File: src/rtl/param_fifo.sv
// param_fifo: parametrised single-clock FIFO with registered or
// first-word-fall-through read, occupancy count, almost-full/almost-empty
// thresholds and sticky overflow/underflow flags.
//
// Ports:
//   clk           rising-edge clock
//   rst_n         asynchronous active-low reset
//   in            write data (WIDTH)
//   push          write request
//   pop           read request
//   out           read data (WIDTH)
//   out_valid     FWFT=0: one-cycle pulse with a popped word; FWFT=1: !empty
//   empty, full   count==0, count==DEPTH
//   almost_empty  count <= AE_LEVEL
//   almost_full   count >= AF_LEVEL
//   count         current occupancy ($clog2(DEPTH+1))
//   overflow      sticky: a push was rejected
//   underflow     sticky: a pop was rejected
//   clr_err       synchronous clear of overflow/underflow (a new error wins)
module param_fifo #(
  parameter int WIDTH    = 8,
  parameter int DEPTH    = 8,
  parameter int FWFT     = 0,
  parameter int AF_LEVEL = DEPTH - 1,
  parameter int AE_LEVEL = 1
) (
  input  logic                       clk,
  input  logic                       rst_n,
  input  logic [WIDTH-1:0]           in,
  input  logic                       push,
  input  logic                       pop,
  output logic [WIDTH-1:0]           out,
  output logic                       out_valid,
  output logic                       empty,
  output logic                       full,
  output logic                       almost_empty,
  output logic                       almost_full,
  output logic [$clog2(DEPTH+1)-1:0] count,
  output logic                       overflow,
  output logic                       underflow,
  input  logic                       clr_err
);

  localparam int CW = $clog2(DEPTH + 1);
  localparam int PW = $clog2(DEPTH);

  logic [WIDTH-1:0] mem [DEPTH];
  logic [PW-1:0]    wr_ptr;
  logic [PW-1:0]    rd_ptr;
  logic             push_ok;
  logic             pop_ok;
  logic [CW-1:0]    count_nxt;

  // A pop frees a slot in the same edge, so a full FIFO still takes a push
  // when it is also being popped.
  assign pop_ok  = pop & ~empty;
  assign push_ok = push & (~full | pop_ok);

  always_comb begin
    count_nxt = count;
    if (push_ok && !pop_ok)
      count_nxt = count + 1'b1;
    else if (pop_ok && !push_ok)
      count_nxt = count - 1'b1;
  end

  // Explicit wrap so non-power-of-two depths never index past the array.
  function automatic logic [PW-1:0] ptr_inc(input logic [PW-1:0] p);
    return (p == PW'(DEPTH - 1)) ? '0 : p + 1'b1;
  endfunction

  always_ff @(posedge clk) begin
    if (push_ok)
      mem[wr_ptr] <= in;
  end

  always_ff @(posedge clk or negedge rst_n) begin
    if (!rst_n) begin
      wr_ptr       <= '0;
      rd_ptr       <= '0;
      count        <= '0;
      empty        <= 1'b1;
      full         <= 1'b0;
      almost_empty <= 1'b1;
      almost_full  <= (AF_LEVEL == 0);
      overflow     <= 1'b0;
      underflow    <= 1'b0;
    end else begin
      if (push_ok)
        wr_ptr <= ptr_inc(wr_ptr);
      if (pop_ok)
        rd_ptr <= ptr_inc(rd_ptr);
      count        <= count_nxt;
      // Flags follow the post-update count so they agree with count.
      empty        <= (count_nxt == '0);
      full         <= (count_nxt == CW'(DEPTH));
      almost_empty <= (32'(count_nxt) <= AE_LEVEL);
      almost_full  <= (32'(count_nxt) >= AF_LEVEL);
      overflow     <= (push & ~push_ok) | (overflow & ~clr_err);
      underflow    <= (pop & ~pop_ok) | (underflow & ~clr_err);
    end
  end

  if (FWFT != 0) begin : g_fwft
    // Head word is presented directly; forced to zero while empty so the
    // unreset memory never shows through.
    assign out       = empty ? '0 : mem[rd_ptr];
    assign out_valid = ~empty;
  end else begin : g_reg
    always_ff @(posedge clk or negedge rst_n) begin
      if (!rst_n) begin
        out       <= '0;
        out_valid <= 1'b0;
      end else begin
        out_valid <= pop_ok;
        if (pop_ok)
          out <= mem[rd_ptr];
      end
    end
  end

endmodule

File: config.mk
export PLATFORM = sky130hd
export DESIGN_NAME = param_fifo
export DESIGN_NICKNAME = d
export VERILOG_FILES = /design/src/rtl/param_fifo.sv
export SDC_FILE = /design/constraint.sdc
export NUM_CORES = 1
export LEC_CHECK = 0
export CAP_MARGIN = 25
export CORE_UTILIZATION = 40
export CTS_CLUSTER_DIAMETER = 50
export DETAILED_ROUTE_END_ITERATION = 6
export GPL_ROUTABILITY_DRIVEN = 0
export GPL_TIMING_DRIVEN = 0
export PLACE_DENSITY = 0.59
export SYNTH_ARGS = -nofsm -noshare
export SYNTH_HDL_FRONTEND = slang
export SYNTH_SLANG_ARGS = --single-unit
File: constraint.sdc
create_clock -name clk -period 2.3 [get_ports clk]
set_input_delay 0.46 -clock clk [delete_from_list [all_inputs] [get_ports clk]]
set_output_delay 0.46 -clock clk [all_outputs]
set_load 0.05 [all_outputs]
* Yosys cells after proc, flatten, opt, wreduce, memory -nomap -nowiden
Memories as Yosys holds them, arrays and structs flattened. A register that Yosys moved wholly into a read port is not among the register bits.
Index checks and enable logic that the tools add are counted.
** Storage, ports and cells
- Bits in writable memories :: 64
- Memories :: 1
- Logic and storage cells :: 46
- Latch bits :: 0
- Bits in read-only memories :: 0
- Bits of input ports :: 13
- Register bits :: 17
** Memory list
- mem :: words 8, bits a word 8, read ports 1, clocked after memory_dff 1, write ports 1, line 47 : logic [WIDTH-1:0] mem [DEPTH];
** Operators by class
- Reduce and logical (&&, ||, !) cells :: 6
- $add $sub $neg :: 4
- Multiply operators :: 0
- Div/mod/pow operators :: 0
- Bitwise gates (word level) :: 14
- Equal/unequal tests :: 3
- Shifts and indexed selects :: 0
- Magnitude comparators :: 2
- Mux-type cells :: 6
** Operator list (number)
- 2-to-1 mux 4 bit :: 2
- adder 3 x 1 -> 3 bit, second input constant :: 2
- bitwise AND 1 bit :: 6
- equality test 3 bit, second input constant :: 2
- 2-to-1 mux 3 bit :: 2
- inverter 1 bit :: 5
- adder 4 x 1 -> 4 bit, second input constant :: 1
- equality test 4 bit, second input constant :: 1
- greater-or-equal comparator 4 x 3 -> 1 bit, second input constant :: 1
- less-or-equal comparator 4 x 1 -> 1 bit, second input constant :: 1
- zero test 4 bit :: 1
- subtractor 4 x 1 -> 4 bit, second input constant :: 1
- zero test 1 bit :: 3
- OR 1 bit :: 3
- logical AND 1 bit :: 2
- 2-to-1 mux 1 bit :: 2

* Depth between registers and ports, before layout
Gate-level depths: netlist (run 1).
- Depth after elaboration :: 9
- Gate-level depth with buffers :: 6
- Gate-level depth less buffers :: 6

* Worst setup path before layout (run 1)
OpenSTA, ideal clock, no wires.
- Kind :: flip-flop to flip-flop
- Start point :: register empty
- End point :: memory mem[0][0], enable pin
- Path slack :: 0.048 ns
- Setup time :: 0.383 ns
- Data required time :: 1.917 ns
- Clock period less this slack :: 2.252 ns
- Arrival :: 1.869 ns
- Stages on the path, launching flop included :: 7
- Buffers on the path :: 1
- Cell sequence :: dfstp_2 > nand2b_4 > buf_8 > nand2_1 > nand2_1 > or2_2 > nor3_1
** On the way
- Longest elaborated chain between the ends :: 6
** Ends and longest elaborated chain
- start: declaration :: line 34 : output logic empty,
- start signal: assignment :: line 95 : empty <= (count_nxt == '0);
- inverter 1 bit :: line 56 : assign pop_ok = pop & ~empty;
- bitwise AND 1 bit :: line 56
- OR 1 bit :: line 57 : assign push_ok = push & (~full | pop_ok);
- bitwise AND 1 bit :: line 57
- 2-to-1 mux 1 bit :: line 73 : if (push_ok)
- 2-to-1 mux 1 bit (implied by the code) :: line 74 : mem[wr_ptr] <= in;
- end: declaration :: line 47
No other way between the ends.

* Final worst setup path (run 1)
- Start point :: input pop
- End point :: memory mem[2][5], enable pin
** On the way
- Longest elaborated chain between the ends :: 5
** Ends and longest elaborated chain
- start: declaration :: line 31 : input logic pop,
- bitwise AND 1 bit :: line 56
- OR 1 bit :: line 57
- bitwise AND 1 bit :: line 57
- 2-to-1 mux 1 bit :: line 73
- 2-to-1 mux 1 bit (implied by the code) :: line 74
No other way between the ends.

==> summary.md, run 1 <==
The run finished with clean final reports. The min-delay analysis places its worst path in the category reg2reg. After the first detailed-routing iteration, the DRC count stood at 89. Setup repair after global routing could not meet its margin everywhere.

The max capacitance violation total is 0. The kind of critical path is in2reg. The run gives -0.6316 ns as the post-placement setup slack. From synthesis to final layout, the design area changed by 19.44%. The share of async-settable or async-resettable flops after synthesis was 0.2809; the leakage power summed over all cells was 1.519 nW. The final standard cell area without fillers is 0.004304 mm². The average cell area after synthesis came out at 17.24 µm². Once routing completed, OpenROAD measured the worst setup slack at 0.005139 ns. For this run, the post-layout net count is 273.

Summed negative setup slack over all endpoints: 0 ns. Using the TritonRoute via totals, the vias-per-cell ratio works out to 5.082. Detailed placement ended at an HPWL of 4280 µm. Row generation in the floorplan step produced 34 rows. For the worst-skew pair, the clock arrives at the later sink with an insertion delay of 0.35 ns. The H-tree generated during clock tree synthesis spans 3 levels. The initial cell density of the core came out at 0.4132. Among the stages of the critical path, the cell type that occurs most often is sky130_fd_sc_hd__nand2_1. sky130_fd_sc_hd__edfxtp_1 is the most common cell in the netlist. In this run, CTS created clock tree buffers numbering 9. Dividing total power by cell area gives a power density of 1327 mW/mm². STA puts the critical path data required time at 2.29 ns. The count of buffers added on input and output ports is 31. The number of synthesized flops with an enable pin works out to 64.

The worst path in the final design needs a cycle of 2.295 ns, including I/O delays and setup. The count of TritonRoute iterations in the first routing pass was 4; the number of flip-flops and latches in the synthesized netlist was 89. TritonCTS built the clock tree. The finished layout holds 367 standard cells, fillers aside. The run gives 1,961 as the number of global-route vias before repair. The number of endpoints failing setup at the final stage came out at 0. The portion of the clock cycle consumed by the worst path in the final layout is 0.9978.

The standard cell with the maximum stage delay on the critical path was sky130_fd_sc_hd__clkdlybuf4s50_1. The run gives 0 as the initial antenna violation count. After technology mapping, the gate count stands at 209. The placeable core region is 0.008721 mm², and the area of the die is 0.009393 mm².

The DRC violation count after routing was 0. The tree is rooted in a sky130_fd_sc_hd__clkbuf_8. Once placement finished, the instance area stood at 0.004074 mm². The first global-routing pass estimated 10,720 µm of wire.

Yosys mapped the design onto 41 distinct sky130hd cell types. The total routing usage reported by global routing was 0.1529. STA classifies the critical path startpoint as an input pin. Entering global routing, the biggest net connects 18 pins. The number of antenna diodes came out at 0. Final routed wire length divided by cell count: 17.78 µm. Hold repair after CTS inserted 0 buffers.

The total grt overflow was 0. In this run the remaining antenna-violating nets after routing total 0. At the worst endpoint, the arrival time is 2.28 ns. VDD sags by at most 0.0004113 V. The critical path goes through clkdlybuf4s50_1, nand2b_4, buf_8, nand2_1, nand2_1, or2_2, nor2_2. After clock tree synthesis, the clock-pin slew on the worst setup and hold paths is 0.09 ns. Cell accounting for the most synthesized area: sky130_fd_sc_hd__edfxtp_1.

The die is 96.92 µm tall. The logs give 0.003603 mm² for the total standard cell area after synthesis and 0 for the final number of max-transition violations. The achievable frequency came out at 0.4358 GHz. STA classifies the critical path endpoint as a flop. CTS saw 89 sinks. The number of nets handed over by synthesis was 228. Highest net fanout along the worst path: 10.

After synthesis, the cell types taking the most area are sky130_fd_sc_hd__edfxtp_1 53%, sky130_fd_sc_hd__dfrtp_1 16%, sky130_fd_sc_hd__mux4_2 10%. The die is 96.92 µm wide. The logs give 0 for the count of yosys warnings during synthesis and 0 for the number of hold-slack violations in the final timing report. The clock arrives with 0.01122 ns of skew. Counting along the longest clock path gives a buffer depth of 2. Fraction of final layout cells with drive strength greater than 1: 0.2355. Detailed routing inserted a total of 1,865 vias. Wires add up to 6525 µm. The area share of the largest cell type after synthesis works out to 0.5333. After filler insertion, the fill cell instance count of the layout stands at 754. The number of placed cells counting well taps is 349, and the number of I/O pins is 32. After synthesis, the most frequently instantiated cells are 64 x sky130_fd_sc_hd__edfxtp_1, 23 x sky130_fd_sc_hd__dfrtp_1, 20 x sky130_fd_sc_hd__nand2_1, 16 x sky130_fd_sc_hd__mux4_2, 8 x sky130_fd_sc_hd__mux2i_1. Main flop type after synthesis: sky130_fd_sc_hd__edfxtp_1. In this design, the stage delay of the slowest critical-path cell is 0.55 ns. The tools report the relative slew slack as 0.5613.

The run gives 0.7076 as the sequential fraction of the synthesis area. For the pin with the worst max-slew slack, the measured transition is 0.6560 ns.
-- critical path, delay by kind of cell --
kind	cells	cell delay, ns
AND/OR/NAND/NOR	5	1.12
buffers and inverters	2	0.69
-- what timing repair did --
| action | 4_1_cts | 5_1_grt |
|---|---|---|
| pin swaps | 1 | 0 |
| setup endpoints to repair | 40 | 48 |
| setup buffers | 2 | 0 |
| gates resized for setup | 5 | 3 |
| gates cloned | 0 | 0 |
-- through the flow --
stage | total power [mW] | util | hold WS, ns
after CTS | 5.761 | 0.4923 | 0.4917
after global routing | 6.063 | 0.4935 | 0.5374
after detailed placement | 4.736 | 0.4671 | 0.4706
final | 5.712 | 0.4935 | 0.4845
after global placement | 4.698 | 0.4643 | 0.4686
after floorplan | 4.016 | - | 0.1644
-- state kept, by name, summed over array words and instances (netlist names), 3 cells and up --
name / flops
count: 4
out: 8
wr_ptr: 3
mem: 64
rd_ptr: 3
-- kinds of logic after synthesis --
| kind of cell | Yosys count | share of synthesized area |
|---|---|---|
| AOI/OAI and AO/OA | 23 | 0.04097 |
| xor gates and xnor gates | 3 | 0.009377 |
| adders and majority gates | 6 | 0.02083 |
| buffers and inverters | 15 | 0.02500 |
| DFF | 89 | 0.7076 |
| muxes | 26 | 0.1285 |
| and+or+nand+nor | 47 | 0.06771 |
-- area by class of cell --
cell class,count,area [µm²],share of cell area
Sequential cell,89,2550,0.5924
Multi-Input combinational cell,105,1001,0.2326
Timing Repair Buffer,34,340.3,0.07907
Tap cell,108,135.1,0.03140
Clock buffer,9,123.9,0.02878
Buffer,9,67.56,0.01570
Clock inverter,7,63.81,0.01483
Inverter,6,22.52,0.005233
-- path summary, 6_finish.rpt --
check,from,cells past startpoint,slack [ns],to
min reg2reg,out[1],2,0.48,out[1]
max,pop,7,0.005,mem[2][5]
max reg2reg,empty,6,0.21,mem[2][5]
max in group asynchronous,rst_n,2,1.26,out[7]
min,out[1],2,0.48,out[1]
min in group asynchronous,rst_n,1,0.51,count[3]
-- layout by cell type, fill, tap and decap left out, drive strengths merged --
master / n
a21o: 2
nor3: 5
mux4: 16
dfrtp: 23
a21oi: 1
clkbuf: 11
inv: 9
ha: 6
xnor2: 1
o22ai: 2
nor3b: 2
mux2: 2
mux2i: 8
o2bb2ai: 1
xor2: 2
nor2: 7
or2: 2
clkinvlp: 1
dfstp: 2
edfxtp: 64
o31a: 1
buf: 10
nand3: 4
clkdlybuf4s50: 31
nand4: 1
o31ai: 1
o21ai: 15
nand3b: 1
nand2b: 5
nand2: 20
clkinv: 3
-- power breakdown --
part | switching [mW] | internal [mW] | leakage, nW
logic | 1.42 | 0.960 | 0.541
registers | 0.224 | 2.12 | 0.885
clock network | 0.584 | 0.413 | 0.0934
-- per-layer routing --
metal / GRT usage / share of wire
met5: 0 / 0
met4: 0.04937 / 0.0092
met3: 0.02673 / 0.029
met2: 0.2454 / 0.48
met1: 0.2131 / 0.48
Note: power is estimated with default switching activity, not from simulation.
==> run 2, diff against run 1 <==
CORE_MARGIN = 10   (was unset)
CORE_UTILIZATION = 47   (was 40)
PLACE_DENSITY = 0.67   (was 0.59)
==> run 2 against run 1 <==
Worst setup slack improved by 0.031 ns. Count of clock-buffer cells in the layout grew 1. Register-to-register slack better by 0.02 ns. Largest power group unchanged. Die area increased by 23%. Hold slack worse by 0.040 ns. Critical path type unchanged. Sequential power hardly changed. Combinational power barely moved. Clock power increased by 16%.
==> summary.md, run 2 (synthesis results as in run 1) <==
The number of global-route vias before repair is 1,934 (was 1,961). The clock transition at the register clock pins on the worst setup and hold paths after CTS is 0.08 ns (was 0.09 ns). The most flop-heavy register is mem (unchanged). The initial antenna violation count was 0 (unchanged); the switching part of the total was 0.3716 (was 0.3893). The tools report the violation count after the first detailed-route iteration as 55 (was 89).

Setup repair after global routing could not meet its margin everywhere. The routed wire length was 6619 µm (was 6525 µm). The startpoint kind of the worst setup timing path was an input pin (unchanged). Clock group share of total power: 0.197 (was 0.175). The worst vdd rail ir drop was 0.0004800 V (was 0.0004113 V). The placeable core region is 0.007370 mm² (was 0.008721 mm²), and the via total after detailed routing is 1,863 (was 1,865). Area of the die: 0.01157 mm² (was 0.009393 mm²). Worst hold-check slack: 0.4441 ns (was 0.4845 ns). For the DRC violation count after routing, the log shows 0 (unchanged). For the switching power summed over all nets, the log shows 2.191 mW (was 2.224 mW).

Kind of critical path: in2reg (unchanged). The tools report the first-pass GRT wire length as 10,540 µm (was 10,720 µm). The logs give 0.007318 ns (was 0.01122 ns) for the worst clock skew and 272 (was 273) for the layout net count. The sequential cell fraction of total power was 0.396 (was 0.410). The leakage power summed over all cells is 1.540 nW (was 1.519 nW).

The die span in y was 107.6 µm (was 96.92 µm). The minimum period implied by the final worst setup slack came out at 2.264 ns (was 2.295 ns). Maximum clock insertion buffer count: 2 (unchanged). Relative slew slack: 0.3893 (was 0.5613). The tools report the worst path arrival time as 2.24 ns (was 2.28 ns). The number of antenna diodes is 0 (unchanged), and the horizontal extent of the die is 107.6 µm (was 96.92 µm). Final routed wire length divided by cell count: 18.54 µm (was 17.78 µm). The portion of the clock cycle consumed by the worst path in the final layout works out to 0.9842 (was 0.9978).

Registers with the most flip-flops: mem (64), out (8), count (4) (unchanged). The tools report the number of rows created at floorplan as 31 (was 34). TritonCTS built the clock tree.

The run gives 0 (unchanged) as the max capacitance violation total. For the number of placed cells counting well taps, the log shows 340 (was 349). The total power divided by cell area was 1357 mW/mm² (was 1327 mW/mm²). For the total internal power, the log shows 3.705 mW (was 3.488 mW).

The highest net fanout along the worst path came out at 10 (unchanged). Most common cell after layout, fill and taps aside: sky130_fd_sc_hd__edfxtp_1 (unchanged). For the number of hold-repair buffers added at the cts stage, the log shows 0 (unchanged). Number of vias per cell after detailed routing: 5.218 (was 5.082). Class of the tightest hold or removal check: in2async (was reg2reg).

The layout overhead on the synthesized area works out to 20.59% (was 19.44%). The final number of max-transition violations is 0 (unchanged), and the HPWL reported at the end of detailed placement is 4350 µm (was 4280 µm). The H-tree level count was 3 (unchanged); the transition time at the pin with the least slew margin was 0.9127 ns (was 0.6560 ns). The fraction of final layout cells with drive strength greater than 1 is 0.2209 (was 0.2355). For the data required time at the worst endpoint, the log shows 2.28 ns (was 2.29 ns). The pin count of the biggest net entering global routing was 18 (unchanged); the flip-flop count of the largest register after layout was 64 (unchanged).

The number of sinks handled by clock tree synthesis came out at 89 (unchanged). The tools report the CTS root buffer as sky130_fd_sc_hd__clkbuf_8 (unchanged). The flow ran to the end, and the final reports show no timing, DRC or antenna violations. The insertion delay of the later-clocked pin in the worst-skew pair is 0.35 ns (about the same). Endpoint type of the worst setup path: a flop (unchanged). The achievable frequency was 0.4418 GHz (was 0.4358 GHz); the summed negative setup slack over all endpoints was 0 ns (unchanged).

The tools report the number of clock buffers inserted by TritonCTS as 9 (unchanged). The tools report the count of TritonRoute iterations in the first routing pass as 4 (unchanged). The number of I/O pins was 32 (unchanged); the post-detailed-route count of antenna-violating nets was 0 (unchanged).

For the number of filler cells placed in the layout, the log shows 574 (was 754). The run gives 0.1211 (was 0.1529) as the total routing usage reported by global routing. The relative contribution of combinational cells to total power was 0.407 (was 0.416).

Most frequent cells in the layout: 64 x sky130_fd_sc_hd__edfxtp_1, 31 x sky130_fd_sc_hd__clkdlybuf4s50_1, 23 x sky130_fd_sc_hd__dfrtp_1 (unchanged). The total grt overflow is 0 (unchanged), and the initial cell density of the core is 0.4890 (was 0.4132). The run gives 357 (was 367) as the count of non-filler cells in the finished layout. The number of endpoints failing setup at the final stage was 0 (unchanged); the count of input and output buffers was 31 (unchanged). The number of hold-slack violations in the final timing report is 0 (unchanged).
-- run 2: layout make-up --
cell class                 count  area, µm²  area share
buffer                         9      67.56     0.01555
clock buffer                  10      127.6     0.02937
clock inverter                 6      91.34     0.02102
inverter                       6      22.52    0.005183
multi-input combinational    105       1005      0.2312
sequential                    89       2550      0.5868
tap                           99      123.9     0.02851
timing repair buffer          33      357.8     0.08235
-- run 2: final timing paths --
check / from / endpoint / slack (ns) / cells after the start
setup / recovery: pop / mem[7][5] / 0.04 / 6
hold / removal: rst_n / count[2] / 0.44 / 1
setup reg to reg: empty / mem[7][5] / 0.23 / 5
hold reg to reg: out[1] / out[1] / 0.49 / 2
max in group asynchronous: rst_n / empty / 1.32 / 2
min in group clk: out[1] / out[1] / 0.49 / 2
-- run 2: repair_timing --
| item | 4_1_cts | 5_1_grt |
|---|---|---|
| endpoints found under the hold margin | 0 | 0 |
| pin swaps | 0 | 1 |
| endpoints found under the setup margin | 34 | 48 |
| gates resized for setup | 6 | 2 |
| gates cloned | 0 | 0 |
| setup buffers | 0 | 1 |
-- run 2: per-stage QoR --
stage / cell area [µm²] / util / setup WS (ns) / total power, mW
after floorplan: 3603 / - / 0.04780 / 4.016
final: 4345 / 0.5896 / 0.03644 / 5.896
after CTS: 4315 / 0.5856 / -0.01084 / 5.932
after global routing: 4345 / 0.5896 / -0.08984 / 6.229
after detailed placement: 4075 / 0.5530 / -0.6430 / 4.742
after global placement: 4038 / 0.5479 / -1.082 / 4.687
-- run 2: worst max-delay path: stages --
cell and delay (ns):
sky130_fd_sc_hd__clkdlybuf4s50_1 0.54, sky130_fd_sc_hd__nand2b_4 0.08, sky130_fd_sc_hd__buf_8 0.14, sky130_fd_sc_hd__nand2_1 0.08
sky130_fd_sc_hd__nand3_1 0.18, sky130_fd_sc_hd__nor2_1 0.76
-- run 2: power groups by stage --
stage,sequential (mW),combinational (mW),clock (mW)
detailed placement,2.36,2.38,0
global placement,2.34,2.34,0
global route,2.38,2.61,1.24
finish,2.33,2.40,1.16
floorplan,2.86,1.16,0
CTS,2.33,2.41,1.19
-- run 2: layer usage --
metal / routed length (µm) / up-vias / global-route usage
met1: 3015 / 922 / 0.1545
met4: 129 / 0 / 0.06011
met5: 0 / - / 0
met2: 3158 / 47 / 0.1891
met3: 315 / 8 / 0.02874
li1: - / 886 / -
==> RTL edit 1 (settings of run 2) <==
Register the output `overflow` once more, without a reset; this adds one clock of latency there. The other outputs are not delayed to match.
--- a/src/rtl/param_fifo.sv
+++ b/src/rtl/param_fifo.sv
@@ -44,6 +44,8 @@
   localparam int CW = $clog2(DEPTH + 1);
   localparam int PW = $clog2(DEPTH);
 
+  logic overflow_s0;
+
   logic [WIDTH-1:0] mem [DEPTH];
   logic [PW-1:0]    wr_ptr;
   logic [PW-1:0]    rd_ptr;
@@ -83,7 +85,7 @@
       full         <= 1'b0;
       almost_empty <= 1'b1;
       almost_full  <= (AF_LEVEL == 0);
-      overflow     <= 1'b0;
+      overflow_s0  <= 1'b0;
       underflow    <= 1'b0;
     end else begin
       if (push_ok)
@@ -96,7 +98,7 @@
       full         <= (count_nxt == CW'(DEPTH));
       almost_empty <= (32'(count_nxt) <= AE_LEVEL);
       almost_full  <= (32'(count_nxt) >= AF_LEVEL);
-      overflow     <= (push & ~push_ok) | (overflow & ~clr_err);
+      overflow_s0  <= (push & ~push_ok) | (overflow_s0 & ~clr_err);
       underflow    <= (pop & ~pop_ok) | (underflow & ~clr_err);
     end
   end
@@ -119,5 +121,9 @@
     end
   end
 
+  always_ff @(posedge clk) begin
+    overflow <= overflow_s0;
+  end
+
 endmodule
 
Function: changed (a bounded check fails within 10 cycles, from zero or initial values and one cycle with rst_n low).
==> RTL edit 1 against run 2 <==
Wire length rose by 2.9%. Power fell by 2.5%. Synthesized area fell by 0.56%. Global-route usage rose by 0.27 points. Worst setup slack got worse by 11 ps. Fmax fell by 0.49%. Cell count rose by 0.84%. Final area fell by 0.49%. Sequential cell count rose by 1. Critical endpoint is now mem[4][0].
==> RTL edit 1: results (changes against run 2) <==
| Metric | Value |
|---|---|
| Outcome | `finished clean` |
| Mux share of post-synthesis cell area | `0.126 (-0.00242)` |
| DP HPWL | `4500 um (+3.5%)` |
| Routed wire length | `6810 um (+2.9%)` |
| Synth cell count leaders | `edfxtp_1, dfrtp_1, nand2_1` |
| Critical path peak fanout | `8 (-2)` |
| VDD IR max | `591 uV (+23%)` |
| Synth Area in Adders | `0.0209 (+0.000116)` |
| Area contributors post-synth | `edfxtp_1, dfrtp_1, mux4_2, nand2_1, mux2i_1` |
| Iter 0 DRT Violations | `101 (+84%)` |
| Vias | `1920 (+3.1%)` |
| Final #Nets | `275 (+1.1%)` |
| Largest net degree at the start of global routing | `20 (+2)` |
| Xor/xnor share of the synthesized area | `0.00943 (+0.0000524)` |
| Arrival time at the worst endpoint | `2260 ps (+20 ps)` |
| Share of layout cells above drive strength 1 | `0.218 (-0.00254)` |
| Placement Setup Slack | `-621 ps (+22.3 ps)` |
| Distinct cell type count after synthesis | `35 (-15%)` |
| # fillers | `561 (-2.3%)` |
| Sequential-to-total area share from yosys stat | `0.717 (+0.00954)` |
| Post-Layout Cell Count | `360 (+0.84%)` |
| Relative slew slack | `0.604 (+0.215)` |
| Num CTS Buffers | `9 (unchanged)` |
| Asr flop ratio synth | `0.278 (-0.00312)` |
| Mean Syn Cell Area | `17.1 um^2 (-1.0%)` |
| Synth Area in Compound Gates | `0.0370 (-0.00396)` |
| Clk_skew | `12.1 ps (+4.75 ps)` |
## RTL edit 1: path summary, 6_finish.rpt
kind | from | end | slack [ps] | cells past startpoint
setup reg to reg | empty | mem[4][0] | 180 | 6
max in group asynchronous | rst_n | empty | 1400 | 2
setup / recovery | pop | mem[4][0] | 30 | 7
hold reg to reg | overflow_s0 | overflow | 370 | 0
hold / removal | rst_n | count[2] | 370 | 1
min in group clk | overflow_s0 | overflow | 370 | 0
## RTL edit 1: cells by family after synthesis
family,after synthesis
compound gates,21
buf+inv,14
xor+xnor,3
fa+ha+maj,6
simple gates,51
mux,25
flops,90
## RTL edit 1: stage by stage
stage | utilization | cell area (um^2) | hold WS, ps | total power [mW] | setup TNS (ps)
after floorplan | - | 3580 | 164 | 3.88 | 0
after global routing | 0.590 | 4320 | 382 | 6.08 | -2070
after CTS | 0.583 | 4280 | 366 | 5.76 | -4950
after global placement | 0.548 | 4020 | 356 | 4.51 | -34650
final | 0.590 | 4320 | 370 | 5.75 | 0
after detailed placement | 0.552 | 4050 | 359 | 4.56 | -27900
## RTL edit 1: worst max-delay path, cell delays in order
cell and delay (ps):
clkdlybuf4s50_1 500, nand2b_1 80, buf_6 140, nand2_1 90, nand2_1 120, or2_2 390
nor2_2 490
## RTL edit 1: area by class of cell
class | count | area (um^2) | share of cell area
plain buffers | 8 | 42.5 | 0.00984
multi-input cells | 106 | 972 | 0.225
well taps | 99 | 124 | 0.0286
repair buffers | 35 | 360 | 0.0833
clock buffers | 11 | 141 | 0.0327
flip-flops and latches | 90 | 2570 | 0.594
clock inverters | 5 | 86.3 | 0.0200
inverters | 6 | 27.5 | 0.00637
## RTL edit 1: what timing repair did
action | CTS | global route
resized for setup | 1 | 6
pin swaps | 0 | 0
endpoints found under the setup margin | 32 | 43
gates cloned | 0 | 0
setup buffers | 0 | 1
hold buffers | 0 | 0
## RTL edit 1: per-layer routing
layer | GRT usage | vias to the layer above | share of wire
met3 | 0.0275 | 8 | 0.066
li1 | - | 889 | -
met1 | 0.158 | 966 | 0.43
met2 | 0.198 | 57 | 0.49
met5 | 0 | - | 0
met4 | 0.0551 | 0 | 0.013
## RTL edit 1: where the power goes
group / internal [mW] / total [mW] / switching [mW]
Clock: 0.650 / 1.21 / 0.556
Combinational: 0.897 / 2.20 / 1.30
Sequential: 2.13 / 2.34 / 0.217
Total: 3.67 / 5.75 / 2.07
==> RTL edit 2 (settings of run 2) <==
Made on the original files. `DEPTH`: 8 -> 4.
--- a/src/rtl/param_fifo.sv
+++ b/src/rtl/param_fifo.sv
@@ -19,7 +19,7 @@
 //   clr_err       synchronous clear of overflow/underflow (a new error wins)
 module param_fifo #(
   parameter int WIDTH    = 8,
-  parameter int DEPTH    = 8,
+  parameter int DEPTH    = 4,
   parameter int FWFT     = 0,
   parameter int AF_LEVEL = DEPTH - 1,
   parameter int AE_LEVEL = 1
Ports: changed (resized count); port bits go from 32 to 31. The function was not compared with the original's and may differ.
==> RTL edit 2 against run 2 <==
Synthesized area down 40%. Worst setup slack better by 100 ps. Die area down 33%. Wire length down 44%. Sequential power down 37%. Power down 40%. Sequential cell count down 35. Via count down 37%. Final area down 39%. Critical endpoint is now mem[2][6]. Largest cell class unchanged. Highest routed layer unchanged.
==> RTL edit 2: results (changes against run 2) <==
| Metric | Value |
|---|---|
| Mux share of post-synthesis cell area | `0.101 (-0.0270)` |
| Critical path peak fanout | `8 (-2)` |
| CP startpoint | `pop` |
| # diodes | `0 (unchanged)` |
| Share of layout cells above drive strength 1 | `0.163 (-0.0580)` |
| Sequential-to-total area share from yosys stat | `0.697 (-0.0102)` |
| CTS max path bufs | `2 (unchanged)` |
| CP max stage delay | `510 ps (-250 ps)` |
| Vias/cell | `5.08 (-2.6%)` |
| Net Count, Synth | `159 (-30%)` |
| Synth Area in Adders | `0.0403 (+0.0195)` |
| All-Layer GR Usage | `0.104 (-0.0174)` |
| Clk_skew | `8.02 ps (+0.698 ps)` |
| Post-synth EDFFs | `32 (-50%)` |
| 1st-pass router iterations | `4 (unchanged)` |
| Worst-Skew Late Latency | `300 ps (-50 ps)` |
| Routed wire length | `3720 um (-44%)` |
| Critical Path End | `mem[2][6]` |
| Buffers added on ports | `30 (-3.2%)` |
| Yosys Warn Count | `0 (unchanged)` |
| Root Driver | `clkbuf_8` |
| Iter 0 DRT Violations | `67 (+22%)` |
| Relative slew slack | `0.639 (+0.250)` |
| Vias in the first global route | `1269 (-34%)` |
| First-pass GRT wire length | `6170 um (-41%)` |
| Xor/xnor share of the synthesized area | `0.0150 (+0.00561)` |
| DP HPWL | `2690 um (-38%)` |
| LEAKAGE | `1.06 nW (-31%)` |
| Arrival time at the worst endpoint | `2110 ps (-130 ps)` |
| Reg2Reg Capture Point | `mem[2][6]` |
| Reg2Reg Depth | `4 (-1)` |
| Reg-to-reg slack, setup | `350 ps (+120 ps)` |
| Worst-path clk slew | `90 ps` |
| Outcome | `finished clean` |
| Final #Nets | `197 (-28%)` |
| Area contributors post-synth | `edfxtp_1, dfrtp_1, mux4_2, nand2_1, ha_1` |
| Worst r2r src | `empty` |
| Initial antenna violation count | `0 (unchanged)` |
| Top_reg_cell synth | `edfxtp_1` |
| Largest net degree at the start of global routing | `23 (+5)` |
| Synth cell count leaders | `edfxtp_1, nand2_1, dfrtp_1` |
| Asr flop ratio synth | `0.407 (+0.127)` |
| Regs by FF count | `mem (32), out (8), count (3)` |
| # fillers | `353 (-39%)` |
| Synth Area in Compound Gates | `0.0248 (-0.0162)` |
| CTS H-tree depth | `2 (-1)` |
| Crit-path slowest cell | `clkdlybuf4s50_1` |
| VDD IR max | `572 uV (+19%)` |
| Num CTS Buffers | `5 (-4)` |
| Hold/Removal Path Class | `in2async` |
| Distinct cell type count after synthesis | `27 (-34%)` |
==> RTL edit 2: worst min path at each step <==
stage                     cells after the start          end  slack [ps]
final                                         1       out[7]         350
after global placement                        2       out[4]         460
after floorplan                               0  almost_full         160
after global routing                          1    out_valid         330
after CTS                                     2       out[5]         490
after detailed placement                      2       out[5]         470
==> RTL edit 2: area by class of cell <==
class                      instances  area [um^2]  share of cell area
sequential                        54         1510               0.570
multi-input combinational         73          611               0.230
timing repair buffer              31          325               0.122
clock buffer                       6         82.6              0.0311
tap                               52         65.1              0.0245
inverter                           7         26.3             0.00989
buffer                             5         21.3             0.00800
clock inverter                     2         12.5             0.00471
==> RTL edit 2: power breakdown <==
part	internal [mW]	switching, mW
registers	1.32	0.141
clock network	0.242	0.282
logic	0.608	0.940
total	2.17	1.36
==> RTL edit 2: metal layers <==
metal / wire (um) / GRT usage
met5: 0 / 0
met4: 47 / 0.0304
met3: 275 / 0.0436
met2: 1890 / 0.173
met1: 1500 / 0.119
==> RTL edit 2: stage by stage <==
step / instance area, um^2 / setup slack [ps] / std cells
3_3_place_gp: 2540 / -144 / 221
4_1_cts: 2630 / 120 / 229
3_5_place_dp: 2540 / -195 / 221
5_1_grt: 2660 / 13.6 / 230
2_1_floorplan: 2170 / 405 / 139
6_report: 2660 / 140 / 230
==> RTL edit 2: worst max-delay path, delay by kind of cell <==
| kind | cells | cell delay, ps |
|---|---|---|
| compound gates | 1 | 440 |
| simple gates | 2 | 540 |
| buf+inv | 2 | 670 |
==> RTL edit 2: what timing repair did <==
item | CTS | global route
hold endpoints to repair | 0 | 0
gates resized for setup | 0 | 1
hold buffers | 0 | 0
setup endpoints to repair | 0 | 6
setup buffers | 0 | 0
